<file path="src/rtl/alu_word_seq.sv">
// alu_word_seq: WIDTH-bit sequential ALU with registered result and flags and a
// valid/ready handshake on both sides. Single-cycle logic/add/sub/slt ops and an
// iterative shift-and-add unsigned multiply (one multiplier bit per cycle).
//
// Ports:
//   Clock, ResetN          rising-edge clock, asynchronous active-low reset
//   InValid / InReady      input handshake; InReady is high only in idle
//   A, B, CarryIn          operands and ADD carry-in
//   AInvert, BInvert, Op   operand conditioning and operation select
//   OutValid / OutReady    output handshake; result held until accepted
//   Result, CarryOut,
//   Overflow, Zero,
//   Negative               registered result and status flags
module alu_word_seq #(
  parameter int unsigned WIDTH = 16
) (
  input  logic             Clock,
  input  logic             ResetN,
  input  logic             InValid,
  output logic             InReady,
  input  logic [WIDTH-1:0] A,
  input  logic [WIDTH-1:0] B,
  input  logic             CarryIn,
  input  logic             AInvert,
  input  logic             BInvert,
  input  logic [2:0]       Op,
  output logic             OutValid,
  input  logic             OutReady,
  output logic [WIDTH-1:0] Result,
  output logic             CarryOut,
  output logic             Overflow,
  output logic             Zero,
  output logic             Negative
);

  localparam int unsigned CntW = (WIDTH > 1) ? $clog2(WIDTH) : 1;

  localparam logic [2:0] OpAnd = 3'b000;
  localparam logic [2:0] OpSub = 3'b001;
  localparam logic [2:0] OpOr  = 3'b010;
  localparam logic [2:0] OpXor = 3'b011;
  localparam logic [2:0] OpAdd = 3'b100;
  localparam logic [2:0] OpSlt = 3'b101;

  typedef enum logic [1:0] {StIdle, StBusy, StDone} state_e;

  state_e               state_q, state_d;
  logic [WIDTH-1:0]     result_q, result_d;
  logic                 carry_q, carry_d;
  logic                 ovf_q, ovf_d;
  logic                 zero_q, zero_d;
  logic                 neg_q, neg_d;
  logic                 mul_hi_q, mul_hi_d;
  logic [2*WIDTH-1:0]   acc_q, acc_d;
  logic [2*WIDTH-1:0]   mcand_q, mcand_d;
  logic [WIDTH-1:0]     mplier_q, mplier_d;
  logic [CntW-1:0]      cnt_q, cnt_d;

  // Operand conditioning and the shared adder (single-cycle ops only).
  logic                 sub_like;
  logic                 add_cin;
  logic [WIDTH-1:0]     m_a, m_b;
  logic [WIDTH:0]       sum;
  logic                 c_msb;
  logic                 v_flag;
  logic [2*WIDTH-1:0]   acc_step;
  logic                 load_res;

  always_comb begin
    sub_like = (Op == OpSub) || (Op == OpSlt);
    m_a      = AInvert ? ~A : A;
    m_b      = (BInvert || sub_like) ? ~B : B;
    add_cin  = sub_like ? 1'b1 : ((Op == OpAdd) ? CarryIn : 1'b0);
    sum      = {1'b0, m_a} + {1'b0, m_b} + {{WIDTH{1'b0}}, add_cin};
    // Carry into the MSB recovered from the MSB sum bit.
    c_msb    = m_a[WIDTH-1] ^ m_b[WIDTH-1] ^ sum[WIDTH-1];
    v_flag   = c_msb ^ sum[WIDTH];
    acc_step = acc_q + (mplier_q[0] ? mcand_q : '0);
  end

  always_comb begin
    state_d  = state_q;
    result_d = result_q;
    carry_d  = carry_q;
    ovf_d    = ovf_q;
    mul_hi_d = mul_hi_q;
    acc_d    = acc_q;
    mcand_d  = mcand_q;
    mplier_d = mplier_q;
    cnt_d    = cnt_q;
    load_res = 1'b0;

    unique case (state_q)
      StIdle: begin
        if (InValid) begin
          if (Op[2:1] == 2'b11) begin
            mul_hi_d = Op[0];
            mcand_d  = {{WIDTH{1'b0}}, A};
            mplier_d = B;
            acc_d    = '0;
            cnt_d    = '0;
            state_d  = StBusy;
          end else begin
            load_res = 1'b1;
            carry_d  = 1'b0;
            ovf_d    = 1'b0;
            case (Op)
              OpAnd:   result_d = m_a & m_b;
              OpOr:    result_d = m_a | m_b;
              OpXor:   result_d = m_a ^ m_b;
              OpSlt: begin
                // Sign of the true difference, corrected for overflow.
                result_d = {{(WIDTH-1){1'b0}}, sum[WIDTH-1] ^ v_flag};
                carry_d  = sum[WIDTH];
                ovf_d    = v_flag;
              end
              default: begin // OpAdd, OpSub
                result_d = sum[WIDTH-1:0];
                carry_d  = sum[WIDTH];
                ovf_d    = v_flag;
              end
            endcase
            state_d = StDone;
          end
        end
      end
      StBusy: begin
        acc_d    = acc_step;
        mcand_d  = mcand_q << 1;
        mplier_d = mplier_q >> 1;
        cnt_d    = cnt_q + CntW'(1);
        if (cnt_q == CntW'(WIDTH - 1)) begin
          load_res = 1'b1;
          result_d = mul_hi_q ? acc_step[2*WIDTH-1:WIDTH] : acc_step[WIDTH-1:0];
          carry_d  = 1'b0;
          ovf_d    = !mul_hi_q && (acc_step[2*WIDTH-1:WIDTH] != '0);
          state_d  = StDone;
        end
      end
      StDone: begin
        if (OutReady) state_d = StIdle;
      end
      default: state_d = StIdle;
    endcase

    // Zero/Negative track the result register only when it is reloaded, so the
    // reset value of Zero stays 0 until a real result exists.
    zero_d = load_res ? (result_d == '0) : zero_q;
    neg_d  = load_res ? result_d[WIDTH-1] : neg_q;
  end

  always_ff @(posedge Clock or negedge ResetN) begin
    if (!ResetN) begin
      state_q  <= StIdle;
      result_q <= '0;
      carry_q  <= 1'b0;
      ovf_q    <= 1'b0;
      zero_q   <= 1'b0;
      neg_q    <= 1'b0;
      mul_hi_q <= 1'b0;
      acc_q    <= '0;
      mcand_q  <= '0;
      mplier_q <= '0;
      cnt_q    <= '0;
    end else begin
      state_q  <= state_d;
      result_q <= result_d;
      carry_q  <= carry_d;
      ovf_q    <= ovf_d;
      zero_q   <= zero_d;
      neg_q    <= neg_d;
      mul_hi_q <= mul_hi_d;
      acc_q    <= acc_d;
      mcand_q  <= mcand_d;
      mplier_q <= mplier_d;
      cnt_q    <= cnt_d;
    end
  end

  assign InReady  = (state_q == StIdle);
  assign OutValid = (state_q == StDone);
  assign Result   = result_q;
  assign CarryOut = carry_q;
  assign Overflow = ovf_q;
  assign Zero     = zero_q;
  assign Negative = neg_q;

endmodule
</file>
<file path="config.mk">
export PLATFORM = sky130hd
export DESIGN_NAME = alu_word_seq
export DESIGN_NICKNAME = d
export VERILOG_FILES = /design/src/rtl/alu_word_seq.sv
export SDC_FILE = /design/constraint.sdc
export NUM_CORES = 1
export LEC_CHECK = 0
export CORE_ASPECT_RATIO = 0.75
export CORE_UTILIZATION = 55
export DETAILED_ROUTE_END_ITERATION = 12
export MAX_ROUTING_LAYER = met4
export PLACE_DENSITY_LB_ADDON = 0.25
export SYNTH_ARGS = -nofsm -noshare
export SYNTH_HDL_FRONTEND = slang
export SYNTH_SLANG_ARGS = --single-unit
</file>
<file path="constraint.sdc">
create_clock -name Clock -period 4.9 [get_ports Clock]
set_input_delay 0.98 -clock Clock [delete_from_list [all_inputs] [get_ports Clock]]
set_output_delay 0.98 -clock Clock [all_outputs]
set_load 0.05 [all_outputs]
</file>
=== Word-level counts from Yosys, hierarchy flattened ===
Cells that the tools add are included.

* Flip-flop bits (word level): 107
* Bits in latches: 0
* RAM bits: 0
* ROM bits: 0
* Input port bits: 42
* Output and inout port bits: 22
* Word-level logic and storage cells: 94
* Memories kept: 0

* $add $sub $neg: 4
* Multipliers: 0
* Div/mod/pow operators: 0
* Order comparisons: 0
* Equality and inequality tests: 14
* Shift operators: 0
* Mux-type cells: 42
* Bitwise gates (word level): 9
* Reductions and logical operators: 14

{| class="wikitable"
|+ Operators with widths
! operator !! count
|-
| 32-bit 2-to-1 mux || 5
|-
| 16-bit 2-to-1 mux || 8
|-
| 32-bit case mux with 2 select lines || 2
|-
| 16-bit case mux with 2 select lines || 2
|-
| 16-bit case mux with 4 select lines || 1
|-
| 32-bit adder || 1
|-
| 16-bit NOT || 2
|-
| 16-bit by 16-bit adder with 17-bit output || 1
|-
| 17-bit by 1-bit adder with 17-bit output || 1
|-
| 16-bit bitwise AND || 1
|-
| 16-bit logical NOT || 1
|-
| 16-bit bitwise OR || 1
|-
| 16-bit nonzero test || 1
|-
| 16-bit bitwise XOR || 1
|-
| 1-bit 2-to-1 mux || 13
|-
| 3-bit AND reduction || 3
|-
| 2-bit 2-to-1 mux || 4
|-
| 4-bit 2-to-1 mux || 2
|-
| 4-bit case mux with 2 select lines || 1
|-
| 3-bit by 2-bit == test with 1-bit output (second input constant) || 2
|-
| 3-bit == test (second input constant) || 2
|-
| 2-bit inequality test (second input constant) || 3
|-
| 1-bit case mux with 2 select lines || 3
|-
| 2-bit case mux with 3 select lines || 1
|-
| 15 further kinds || 21
|}

=== Depth between registers and ports, before layout ===
* Word-level depth: 14
* Depth in mapped cells: 19
* Gate-level depth less buffers: 16

=== Least setup slack after synthesis ===
No wires, ideal clock.

* Kind: input-to-reg
* From: in Op[0]
* To: reg zero_q (netlist: Zero)
* Arrival time: 5161 ps
* Data required time: 4797 ps
* Path slack: -365 ps
* Stages: 19
* Path buffers: 3
* Path through: clkbuf_1 > nor2b_1 > clkbuf_1 > nor2_1 > clkbuf_1 > xnor2_1 > inv_1 > fa_1 > fa_1 > nor2b_1 > o31a_1 > o21ai_1 > o21a_1 > o221ai_1 > o311ai_0 > a21bo_2 > nor4_2 > nand4b_1 > o41ai_2

* Cells in the longest elaborated chain, start to end: 14
* Elaborated cells between the ends (all ways): 25
* Classes of those cells: 2 x add/sub; 5 x eq/ne; 7 x mux; 7 x bitwise; 4 x reduce/logical

{| class="wikitable"
|+ Ends and longest elaborated chain
! element !! line !! RTL
|-
| from (decl) || 26 || <nowiki>input logic [2:0] Op,</nowiki>
|-
| 3-bit by 1-bit == test with 1-bit output or 3-bit == test (tied branches) || 70, 107 ||
|-
| 1-bit logical OR || 70 || <nowiki>sub_like = (Op == OpSub) || (Op == OpSlt);</nowiki>
|-
| 1-bit logical OR || 72 || <nowiki>m_b = (BInvert || sub_like) ? ~B : B;</nowiki>
|-
| 16-bit 2-to-1 mux || 72 ||
|-
| 16-bit by 16-bit adder with 17-bit output || 74 || <nowiki>sum = {1'b0, m_a} + {1'b0, m_b} + {{WIDTH{1'b0}}, add_cin};</nowiki>
|-
| 17-bit by 1-bit adder with 17-bit output || 74 ||
|-
| 1-bit bitwise XOR || 76 || <nowiki>c_msb = m_a[WIDTH-1] ^ m_b[WIDTH-1] ^ sum[WIDTH-1];</nowiki>
|-
| 1-bit bitwise XOR || 77 || <nowiki>v_flag = c_msb ^ sum[WIDTH];</nowiki>
|-
| 1-bit bitwise XOR || 113 || <nowiki>result_d = {{(WIDTH-1){1'b0}}, sum[WIDTH-1] ^ v_flag};</nowiki>
|-
| 16-bit case mux with 4 select lines (*) || 107 || <nowiki>case (Op)</nowiki>
|-
| 16-bit 2-to-1 mux (*) || 96 || <nowiki>if (Op[2:1] == 2'b11) begin</nowiki>
|-
| 16-bit 2-to-1 mux (*) || 95 || <nowiki>if (InValid) begin</nowiki>
|-
| 16-bit case mux with 2 select lines (*) || 93 || <nowiki>unique case (state_q)</nowiki>
|-
| named net result_d[0] || 48 || <nowiki>logic [WIDTH-1:0] result_q, result_d;</nowiki>
|-
| 16-bit logical NOT (*) || 148 || <nowiki>zero_d = load_res ? (result_d == '0) : zero_q;</nowiki>
|-
| to (signal assigned) || 170 || <nowiki>zero_q <= zero_d;</nowiki>
|-
| to (decl) || 51 || <nowiki>logic zero_q, zero_d;</nowiki>
|}

The timed path passes the listed nets; every way through them passes the cells marked *.
A chain may end at the register's enable or synchronous reset.

=== Worst setup path in the final report ===
* From: in Op[0]
* To: reg zero_q (netlist: Zero)

* Elaborated cells between the ends (all ways): 25
* Classes of those cells: 2 x add/sub; 5 x eq/ne; 7 x mux; 7 x bitwise; 4 x reduce/logical

{| class="wikitable"
|+ RTL lines
! element !! line
|-
| 3-bit by 1-bit == test with 1-bit output or 3-bit == test (tied branches) || 70, 107
|-
| 1-bit logical OR || 70
|-
| 1-bit logical OR || 72
|-
| 16-bit 2-to-1 mux || 72
|-
| 16-bit by 16-bit adder with 17-bit output || 74
|-
| 17-bit by 1-bit adder with 17-bit output || 74
|-
| 16-bit case mux with 4 select lines (*) || 107
|-
| 16-bit 2-to-1 mux (*) || 96
|-
| 16-bit 2-to-1 mux (*) || 95
|-
| 16-bit case mux with 2 select lines (*) || 93
|-
| named net result_d[14] || 48
|-
| 16-bit logical NOT (*) || 148
|}

Marked as above.

==> results.toml <==
[logic_synthesis]
synth.top_cells.by_area = "sky130_fd_sc_hd__dfrtp_1 30%, sky130_fd_sc_hd__ha_1 8.9%, sky130_fd_sc_hd__nand2_1 6.0%"
synth_seq_area_share = 0.2975
synth_edf_count = 0
netlist_instances = 1137
yosysTopAreaCell = "sky130_fd_sc_hd__dfrtp_1"
synthFlopType = "sky130_fd_sc_hd__dfrtp_1"
syn-num-nets = 1246
synth.ff_latch_count = 107
yosysTopAreaCellShare = 0.2975
synth_warnings = 0
synthArstFlopShare = 1.000
synth.avg_cell_area_sq_um = 7.915
syn_area_sq_mm = 0.009000
synth.lib_cells_used.distinct = 84

[timing]
timing.fmax_mhz = 214.5
final_setup_violation_count = 0
final.min_clock_period_ns = 4.661
worstMarginPinSlew_ns = 0.9956
fin_worst_skew_ns = 0.01203
hold_violations = 0
tns_setup_ns = 0
timing.slew.headroom = 0.3338
finalMaxSlewViolations = 0
final_min_period_over_clock_period = 0.9512

[placement]
buffer_ports.inserted = 63
place.gp.congestion = 0.9497
detailedPlacementHpwl_um = 20590

[route]
first_pass_iters = 8
detail_route.vias_per_cell = 6.210
drt_iter0_drc = 743
drt_drc_violations_left = 0
detail-route-antenna-nets = 0
wire_per_inst_um = 19.76
route.vias.total = 8619
drt-total-wl_um = 27420

[worst_setup_path]
worstPathBufferInverterCount = 4
cp_cell_sequence = "clkdlybuf4s50_1 -> nor2b_4 -> nor2_4 -> xnor2_2 -> inv_1 -> fa_1 -> fa_2 -> nor2b_2 -> o31a_1 -> buf_4 -> o21ai_2 -> o21a_1 -> buf_4 -> o21ai_0 -> xnor2_1 -> o22ai_1 -> a222oi_1 -> nand2_1 -> o41ai_2"
critical_path.most_common_cell = "sky130_fd_sc_hd__buf_4"
worst_path_largest_cell_delay_ns = 0.50
worstSetupEndpointType = "flip-flop"
path_max_fanout = 3
worst-endpoint-arrival_ns = 4.93
critical_path.top_delay_family = "compound AO/OA/AOI/OAI gates"
startpoint_type = "primary input"
required_ns = 5.16
critical_path.slowest_cell = "sky130_fd_sc_hd__clkdlybuf4s50_1"
criticalPathCategory = "in -> reg"

[power]
fin_total_pwr_mw = 6.461
vdd_drop_max_mv = 0.5088
power.leakage_nw = 4.653
p_per_area_mw_per_mm2 = 631.5

[global_route]
grt.total_usage = 0.3487
maximum_number_of_pins_on_one_net_before_global_route_repair = 80
first_pass_grt_wire_length_um = 44020
globalRoute.totalOverflow = 0
grt_pass1_vias = 7880
grt_antenna_before_repair = 0

[layout]
final_common_cell = "sky130_fd_sc_hd__nand2_1"
nets = 1282
number_of_diodes = 0
num-fill-cells = 1408
area_growth_syn_to_layout_pct = 13.68
post_route_cells_drive_above_1_share = 0.07301
most_frequent_cells_in_the_layout = "145 x sky130_fd_sc_hd__nand2_1, 123 x sky130_fd_sc_hd__nor2_1, 107 x sky130_fd_sc_hd__dfrtp_1, 68 x sky130_fd_sc_hd__a21oi_1, 65 x sky130_fd_sc_hd__o21ai_0"

[cts]
worst_setup_hold_path_clk_slew_ns = 0.08
htreeDepth = 3
cts.sink_count = 107
cts_tree = "built"
clk_latency_ns = 0.37
cts-hold-fix-buffers = 0
cts_root_buffer = "sky130_fd_sc_hd__clkbuf_16"
buffer_levels_on_the_longest_clock_path = 2
cts_made_buffers = 9

[floorplanning]
core_sq_mm = 0.01602
io_count = 64
initial_standard_cell_utilization_of_the_core = 0.5620
num_rows = 40
die_area_sq_mm = 0.01688
die_y_um = 112.8
floorplan.die.width_um = 149.7

[run_status]
outcome = "finished clean"

[worst_hold_path]
hold_class = "reg -> reg"

[flow_run]
max-cap-violations = 0
==> path summary, 6_finish.rpt <==
path / slack, ns / start / end / depth (start not counted)
worst max register to register: 0.57 / mplier_q[0]$_DFFE_PN0P_ / Zero$_DFFE_PN0P_ / 12
max in group asynchronous: 3.07 / ResetN / acc_q[7]$_DFFE_PN0P_ / 2
worst min-delay path: 0.48 / mcand_q[21]$_DFFE_PN0P_ / mcand_q[22]$_DFFE_PN0P_ / 2
worst max-delay path: 0.24 / Op[0] / Zero$_DFFE_PN0P_ / 19
worst min register to register: 0.48 / mcand_q[21]$_DFFE_PN0P_ / mcand_q[22]$_DFFE_PN0P_ / 2
min in group asynchronous: 0.75 / ResetN / mplier_q[12]$_DFFE_PN0P_ / 1
==> Yosys cell counts (all sizes together) (5+ instances only) <==
library cell,instances
nand2,145
nor2,124
dfrtp,107
o21ai,70
a21oi,69
ha,64
inv,59
nand3,56
clkbuf,47
xnor2,42
and2,39
o22ai,35
xor2,30
buf,21
mux2i,18
a211oi,16
nand2b,12
a21o,11
nor3,11
o21a,11
nand4,9
nor2b,9
o221ai,9
and3,8
o211ai,8
or3,7
or2,6
a222oi,5
a31oi,5
o21bai,5
==> power breakdown <==
group	switching, mW	total (mW)	internal [mW]	leakage, nW
combinational	2.62	4.08	1.45	3.17
sequential	0.319	1.58	1.26	1.32
clock	0.397	0.810	0.413	0.157
==> registers in the layout, indices dropped and copies added, names as in the netlist <==
signal,cells
acc_q,32
mcand_q,32
Result,16
mplier_q,16
cnt_q,4
state_q,2
CarryOut,1
Negative,1
Overflow,1
Zero,1
mul_hi_q,1
==> metal layers <==
| layer | wire (um) | global-route usage | part of all wire |
|---|---|---|---|
| met5 | 0 | - | 0 |
| met4 | 506 | 0.08485 | 0.018 |
| met3 | 2212 | 0.04274 | 0.081 |
| met2 | 11310 | 0.4710 | 0.41 |
| met1 | 13390 | 0.5432 | 0.49 |
==> worst register-to-register path, cell delays in order, from the launching register on <==
cell and delay (ns):
sky130_fd_sc_hd__dfrtp_1 0.59, sky130_fd_sc_hd__and2_1 0.25, sky130_fd_sc_hd__ha_1 0.45, sky130_fd_sc_hd__a21oi_1 0.39
sky130_fd_sc_hd__o21ai_0 0.12, sky130_fd_sc_hd__a21oi_1 0.47, sky130_fd_sc_hd__mux2_4 0.34, sky130_fd_sc_hd__or4b_4 0.49
sky130_fd_sc_hd__nor4_2 0.16, sky130_fd_sc_hd__o2111ai_1 0.22, sky130_fd_sc_hd__nor4_2 0.37, sky130_fd_sc_hd__nand4b_1 0.15
sky130_fd_sc_hd__o41ai_2 0.22
==> kinds of logic after synthesis <==
group,synth area share
xor gates and xnor gates,0.07007
buffers and inverters,0.05533
muxes,0.02544
adders and majority gates,0.09565
AOI/OAI and AO/OA,0.2195
and+or+nand+nor,0.2365
DFF,0.2975
==> through the flow <==
| step | instances | util | instance area, sq um | hold WS, ns | worst slack, ns |
|---|---|---|---|---|---|
| finish | 1388 | 0.6388 | 10230 | 0.4815 | 0.2390 |
| global route | 1388 | 0.6388 | 10230 | 0.4977 | -0.002494 |
| CTS | 1387 | 0.6358 | 10180 | 0.4830 | 0.1413 |
| detailed placement | 1371 | 0.6158 | 9862 | 0.4673 | -0.2377 |
| global placement | 1371 | 0.6158 | 9862 | 0.4675 | -0.02264 |
| floorplan | 1137 | - | 9011 | 0.4528 | 0.08392 |
==> cell type report <==
type                       instances  area (sq um)  share of cell area
clock buffer                       9         225.2             0.02201
clock inverter                     7         95.09            0.009294
inverter                          59         221.5             0.02165
multi-input combinational        903          5879              0.5747
sequential                       107          2678              0.2617
tap                              210         262.8             0.02568
timing repair buffer              93         869.6             0.08499
==> what timing repair did <==
action	4_1_cts	5_1_grt
endpoints found under the hold margin	0	0
endpoints found under the setup margin	0	1
setup buffers	0	1
resized for setup	0	9
(Power assumes the default switching activity.)
